--- src/rtl/pipe_rx_detect_seq.sv ---
// pipe_rx_detect_seq
//   Runs PIPE receiver detection on all lanes for the LTSSM Detect state.
//   Holds the lanes in P1 with electrical idle, requests detect, collects
//   per-lane PhyStatus/RxStatus, retries once on an empty result and flags
//   lanes whose PHY never answered.
//   Optional feature: define RXDET_LANE_MASK_EN to add i_lane_enable, which is
//   sampled on start and removes lanes from detect and from completion.
//
//   state     | meaning
//   S_IDLE    | waiting for start, results held
//   S_SETUP   | P1 + electrical idle settling, SETUP_CYCLES long
//   S_DETECT  | detect requested, collecting PhyStatus until all lanes or timeout
//   S_RELEASE | detect request dropped for one cycle, decide retry or finish
//   S_DONE    | one-cycle done pulse
module pipe_rx_detect_seq #(
  parameter int LANESNUMBER    = 16,
  parameter int SETUP_CYCLES   = 8,
  parameter int TIMEOUT_CYCLES = 1024,
  parameter int RETRY_MAX      = 1
) (
  input  logic                     i_clk,
  input  logic                     i_reset,
  input  logic                     i_start,
  input  logic [LANESNUMBER-1:0]   i_phy_status,
  input  logic [3*LANESNUMBER-1:0] i_rx_status,
`ifdef RXDET_LANE_MASK_EN
  input  logic [LANESNUMBER-1:0]   i_lane_enable,
`endif
  output logic [4*LANESNUMBER-1:0] o_power_down,
  output logic [LANESNUMBER-1:0]   o_tx_elec_idle,
  output logic [LANESNUMBER-1:0]   o_tx_detect_rx_loopback,
  output logic                     o_busy,
  output logic                     o_done,
  output logic [LANESNUMBER-1:0]   o_detected_lanes,
  output logic                     o_timeout_err
);

  localparam int TW = (TIMEOUT_CYCLES > 1) ? $clog2(TIMEOUT_CYCLES) : 1;
  localparam int SW = (SETUP_CYCLES > 1) ? $clog2(SETUP_CYCLES) : 1;
  localparam int RW = (RETRY_MAX > 0) ? $clog2(RETRY_MAX + 1) : 1;

  localparam logic [TW-1:0] TO_LAST    = TW'(TIMEOUT_CYCLES - 1);
  localparam logic [SW-1:0] SETUP_LOAD = SW'(SETUP_CYCLES - 1);
  localparam logic [RW-1:0] RETRY_LIM  = RW'(RETRY_MAX);
  localparam logic [3:0]    PD_P1      = 4'b0010;

  typedef enum logic [2:0] {
    S_IDLE, S_SETUP, S_DETECT, S_RELEASE, S_DONE
  } state_t;

  state_t                 r_state, w_state_nxt;
  logic [SW-1:0]          r_setup_cnt;
  logic [TW-1:0]          r_to_cnt;
  logic [RW-1:0]          r_retry;
  logic [LANESNUMBER-1:0] r_got;
  logic [LANESNUMBER-1:0] r_detected;
  logic                   r_timeout_err;

  logic [LANESNUMBER-1:0] w_lane_en;
  logic [LANESNUMBER-1:0] w_rx_ok;
  logic [LANESNUMBER-1:0] w_new_status;
  logic [LANESNUMBER-1:0] w_got_nxt;
  logic                   w_all_done;
  logic                   w_seq_start;
  logic                   w_retry;
  logic                   w_timeout_hit;
  logic [LANESNUMBER-1:0] w_loopback;

`ifdef RXDET_LANE_MASK_EN
  logic [LANESNUMBER-1:0] r_lane_en;

  // Lane mask is frozen for the whole sequence at start.
  always_ff @(posedge i_clk) begin
    if (i_reset)          r_lane_en <= '0;
    else if (w_seq_start) r_lane_en <= i_lane_enable;
  end

  assign w_lane_en = r_lane_en;
`else
  assign w_lane_en = '1;
`endif

  // Per-lane "receiver present" decode of RxStatus.
  always_comb begin
    w_rx_ok = '0;
    for (int l = 0; l < LANESNUMBER; l++)
      w_rx_ok[l] = (i_rx_status[3*l +: 3] == 3'b011);
  end

  // First PhyStatus per enabled lane counts; later ones are ignored.
  assign w_new_status = (r_state == S_DETECT) ? (i_phy_status & w_lane_en & ~r_got) : '0;
  assign w_got_nxt    = r_got | w_new_status;
  assign w_all_done   = ((w_got_nxt & w_lane_en) == w_lane_en);

  // State register.
  always_ff @(posedge i_clk) begin
    if (i_reset) r_state <= S_IDLE;
    else         r_state <= w_state_nxt;
  end

  // Next-state logic and per-state control strobes.
  always_comb begin
    w_state_nxt   = r_state;
    w_seq_start   = 1'b0;
    w_retry       = 1'b0;
    w_timeout_hit = 1'b0;
    w_loopback    = '0;
    case (r_state)
      S_IDLE: begin
        if (i_start) begin
          w_state_nxt = S_SETUP;
          w_seq_start = 1'b1;
        end
      end
      S_SETUP: begin
        if (r_setup_cnt == '0) w_state_nxt = S_DETECT;
      end
      S_DETECT: begin
        w_loopback = w_lane_en;
        // Completion takes priority over a coincident timeout.
        if (w_all_done) begin
          w_state_nxt = S_RELEASE;
        end else if (r_to_cnt == TO_LAST) begin
          w_state_nxt   = S_RELEASE;
          w_timeout_hit = 1'b1;
        end
      end
      S_RELEASE: begin
        if ((r_detected == '0) && (r_retry < RETRY_LIM) && !r_timeout_err) begin
          w_state_nxt = S_SETUP;
          w_retry     = 1'b1;
        end else begin
          w_state_nxt = S_DONE;
        end
      end
      S_DONE:  w_state_nxt = S_IDLE;
      default: w_state_nxt = S_IDLE;
    endcase
  end

  // Setup down-counter: loaded on every SETUP entry, leaves SETUP at zero.
  always_ff @(posedge i_clk) begin
    if (i_reset)                                    r_setup_cnt <= '0;
    else if (w_seq_start || w_retry)                r_setup_cnt <= SETUP_LOAD;
    else if (r_state == S_SETUP && r_setup_cnt != '0) r_setup_cnt <= r_setup_cnt - 1'b1;
  end

  // Timeout counter: zero outside DETECT, counts up and saturates inside it.
  always_ff @(posedge i_clk) begin
    if (i_reset || r_state != S_DETECT) r_to_cnt <= '0;
    else if (r_to_cnt != TO_LAST)       r_to_cnt <= r_to_cnt + 1'b1;
  end

  // Status collection, results and retry bookkeeping.
  always_ff @(posedge i_clk) begin
    if (i_reset) begin
      r_got         <= '0;
      r_detected    <= '0;
      r_timeout_err <= 1'b0;
      r_retry       <= '0;
    end else if (w_seq_start) begin
      r_got         <= '0;
      r_detected    <= '0;
      r_timeout_err <= 1'b0;
      r_retry       <= '0;
    end else begin
      if (w_retry) begin
        r_got   <= '0;
        r_retry <= r_retry + 1'b1;
      end else if (r_state == S_DETECT) begin
        r_got <= w_got_nxt;
      end
      r_detected <= r_detected | (w_new_status & w_rx_ok);
      if (w_timeout_hit) r_timeout_err <= 1'b1;
    end
  end

  assign o_power_down            = {LANESNUMBER{PD_P1}};
  assign o_tx_elec_idle          = '1;
  assign o_tx_detect_rx_loopback = w_loopback;
  assign o_busy                  = (r_state != S_IDLE);
  assign o_done                  = (r_state == S_DONE);
  assign o_detected_lanes        = r_detected;
  assign o_timeout_err           = r_timeout_err;

endmodule

--- config.mk ---
export PLATFORM = sky130hd
export DESIGN_NAME = pipe_rx_detect_seq
export DESIGN_NICKNAME = d
export VERILOG_FILES = /design/src/rtl/pipe_rx_detect_seq.sv
export SDC_FILE = /design/constraint.sdc
export NUM_CORES = 1
export LEC_CHECK = 0
export ABC_AREA = 1
export CAP_MARGIN = 20
export CELL_PAD_IN_SITES_DETAIL_PLACEMENT = 0
export CELL_PAD_IN_SITES_GLOBAL_PLACEMENT = 1
export CORE_MARGIN = 3
export CORE_UTILIZATION = 23
export CTS_BUF_LIST = sky130_fd_sc_hd__clkbuf_16
export DETAILED_ROUTE_END_ITERATION = 7
export PLACE_DENSITY = 0.84
export SLEW_MARGIN = 20
export SYNTH_ARGS = -nofsm -noshare
export SYNTH_HDL_FRONTEND = slang
export SYNTH_SLANG_ARGS = --single-unit
--- constraint.sdc ---
create_clock -name i_clk -period 1.59 [get_ports i_clk]
set_input_delay 0.318 -clock i_clk [delete_from_list [all_inputs] [get_ports i_clk]]
set_output_delay 0.318 -clock i_clk [all_outputs]
set_load 0.05 [all_outputs]
==> key figures <==
Worst setup path
  • Flop-to-flop setup slack: -120 ps
  • Reg-to-Reg End: r_state[1]
  • Worst EP required: 1780 ps
  • Critical Path Fanout Max: 6
  • Reg2Reg Depth: 14
  • CP Data Arrival Time: 1900 ps
  • Worst r2r src: r_state[2]
  • Kind of end point of the critical path: register
  • CP startpoint kind: register
  • Setup Crit Path Kind: reg -> reg

Place
  • Port bufs: 101
  • DP Area: 0.004380 mm^2
  • Placed insts: 725
  • Dpl hpwl: 6649 um
  • Dpl ws: -285.5 ps
  • Placer Congestion: 0.7464

STA
  • Hold Slack: 458.5 ps
  • Min Tclk post-route: 1713 ps
  • Final Setup Violations: 34
  • Final WS setup: -122.6 ps
  • RSZ-0062 raised after global routing: true
  • Final hold violation count: 0
  • Clock Skew: 5.895 ps
  • Crit share post-route: 1.077
  • Final Max Slew Viols: 0
  • Peak Freq: 0.5839 GHz
  • Setup TNS: -1619 ps

Finish
  • Share of cells above drive strength 1: 0.3177
  • Final Cell Area: 0.005001 mm^2
  • Fin nets: 645
  • Area grow syn2layout: 61.63%
  • Final core occ: 0.3884
  • Fin cells: 748
  • Antenna diode count: 0

Synthesis
  • Number of synthesis warnings: 0
  • Synth cell types: 29
  • Cells after Synth: 436
  • Area leader, netlist: dfxtp_1
  • Yosys top cell area share: 0.3235
  • Post-synth ARST share: 0
  • Most instantiated cells after synthesis: 96 x buf_4, 75 x inv_1, 65 x nand2_1
  • Post-Syn Area per Cell: 7.097 um^2
  • Top FF cell, synth: dfxtp_1
  • Post-synth EDFFs: 0
  • Mapped Area: 0.003094 mm^2
  • Most common cell in the netlist: buf_4
  • Sequential share of the synthesized area: 0.3235
  • Synthesized flop and latch total: 50
  • Top cells by area in the synthesized netlist: dfxtp_1 32%, buf_4 23%, inv_1 9.1%, nand2_1 7.9%, a21oi_1 5.2%

Hold path
  • Hold Path Depth: 2
  • Hold endpoint: o_detected_lanes[6]
  • Hold Path Class: reg -> reg
  • Worst hold path startpoint: o_detected_lanes[6]

Drt
  • Initial DRC count: 55
  • Routed Antenna Nets: 0
  • Via density: 3.842
  • Pre-antenna DRT Iters: 4
  • Routed vias: 2,874
  • Drt total wl: 8357 um
  • Avg WL per Cell: 11.17 um
  • DRC viols: 0

Floorplanning
  • Core footprint: 0.01288 mm^2
  • Chip Width: 122.0 um
  • Initial Util: 0.2403
  • Core Rows: 41
  • Die H: 122.0 um
  • I/O pin count: 182
  • Die area: 0.01488 mm^2

Clock network
  • # H-tree levels: 2
  • Sinks on Clock Net: 50
  • Root buf cell: clkbuf_16
  • CTS tree: yes
  • Clk pin slew, worst setup/hold paths: 70 ps
  • Inserted Clock Buffers: 5
  • Clock Tree Buf Depth: 2
  • Clock Latency Late Sink: 290 ps

Pwr
  • Switching Fraction: 0.4367
  • Internal power: 3.925 mW
  • LEAKAGE: 2.289 nW
  • Sequential Power Share: 0.213
  • Clk network pwr share: 0.154
  • Total power: 6.968 mW
  • VDD IR max: 0.5518 mV
  • PwrDens: 1393 mW/mm^2
  • Psw: 3.043 mW
  • Combinational share of power: 0.633

Global routing
  • Vias in the first global route: 2,726
  • Total grt overflow: 0
  • Largest net degree at the start of global routing: 17
  • Gr usage total: 0.1030
  • First-pass GRT wire length: 12,250 um
  • Initial antenna violation count: 0

Flow run
  • Max_cap viols: 0

Outcome
  • Failing checks: negative setup slack
  • Status: finished with violations
-- layer usage --
| metal | GRT usage | share of wire | vias to the layer above |
|---|---|---|---|
| met4 | 0.01891 | 0.0050 | 0 |
| li1 | - | - | 1460 |
| met5 | 0 | 0 | - |
| met1 | 0.1114 | 0.40 | 1303 |
| met2 | 0.2013 | 0.52 | 107 |
| met3 | 0.02646 | 0.080 | 4 |
-- state kept, by name, indices dropped and copies added (netlist names) --
register	cells
o_detected_lanes	16
r_got	16
r_to_cnt	10
r_setup_cnt	3
r_state	3
o_timeout_err	1
r_retry	1
-- cell type report --
cell class,count,area (um^2)
Fill cell,1301,7875
Timing Repair Buffer,154,1714
Multi-Input combinational cell,289,1622
Sequential cell,50,1022
Inverter,75,281.5
Tap cell,172,215.2
Clock buffer,5,125.1
Clock inverter,3,21.27
-- power by group through the flow --
| stage | logic [mW] | registers, mW | clock network [mW] |
|---|---|---|---|
| final | 4.41 | 1.49 | 1.07 |
| after CTS | 4.12 | 1.48 | 1.11 |
| after global routing | 4.65 | 1.50 | 1.16 |
| after detailed placement | 3.74 | 1.50 | 0 |
| after global placement | 3.68 | 1.50 | 0 |
| after floorplan | 2.36 | 1.52 | 0 |
-- kinds of logic after synthesis --
group,count (synthesis),share of synthesized area
AOI/OAI and AO/OA,53,0.1007
xor gates and xnor gates,3,0.008493
adders and majority gates,3,0.01213
buffers and inverters,175,0.3316
DFF,50,0.3235
other,2,0.002427
and+or+nand+nor,150,0.2212
-- how the worst max path moves through the flow --
stage,startpoint,to,cells past startpoint
floorplan,r_state[1],r_state[1],13
global placement,i_phy_status[5],r_state[1],14
detailed placement,i_phy_status[5],r_state[1],14
CTS,r_state[2],o_tx_detect_rx_loopback[11],4
global route,r_state[2],r_state[1],14
finish,r_state[2],r_state[1],14
-- worst max-delay path: stages (launching register included) --
cell	delay, ps
dfxtp_4	360
buf_6	120
nor2_4	160
buf_8	180
nand3_4	80
nand2_2	80
nand2_2	50
inv_2	40
nand2_2	50
nor2_2	150
nand2_2	80
nand3_2	70
nand4_1	80
nand2_1	80
inv_1	40
-- cell usage in the layout (no fill, tap or decap), types with 9 or more instances in the layout --
master	instances
dfxtp_2	11
dfxtp_1	37
nand2_1	55
a21oi_2	18
a21oi_1	15
buf_12	26
nand2_2	10
buf_4	53
nor2_1	25
inv_2	10
inv_1	65
nor3_1	9
clkdlybuf4s50_1	66
conb_1	80
-- timing repair --
item / 4_1_cts / 5_1_grt
gates resized for setup: 30 / 60
pin swaps: 6 / 15
setup buffers: 6 / 7
cloned: 1 / 1
setup endpoints to repair: 38 / 49
hold buffers: 0 / 0
(Power assumes the default switching activity.)
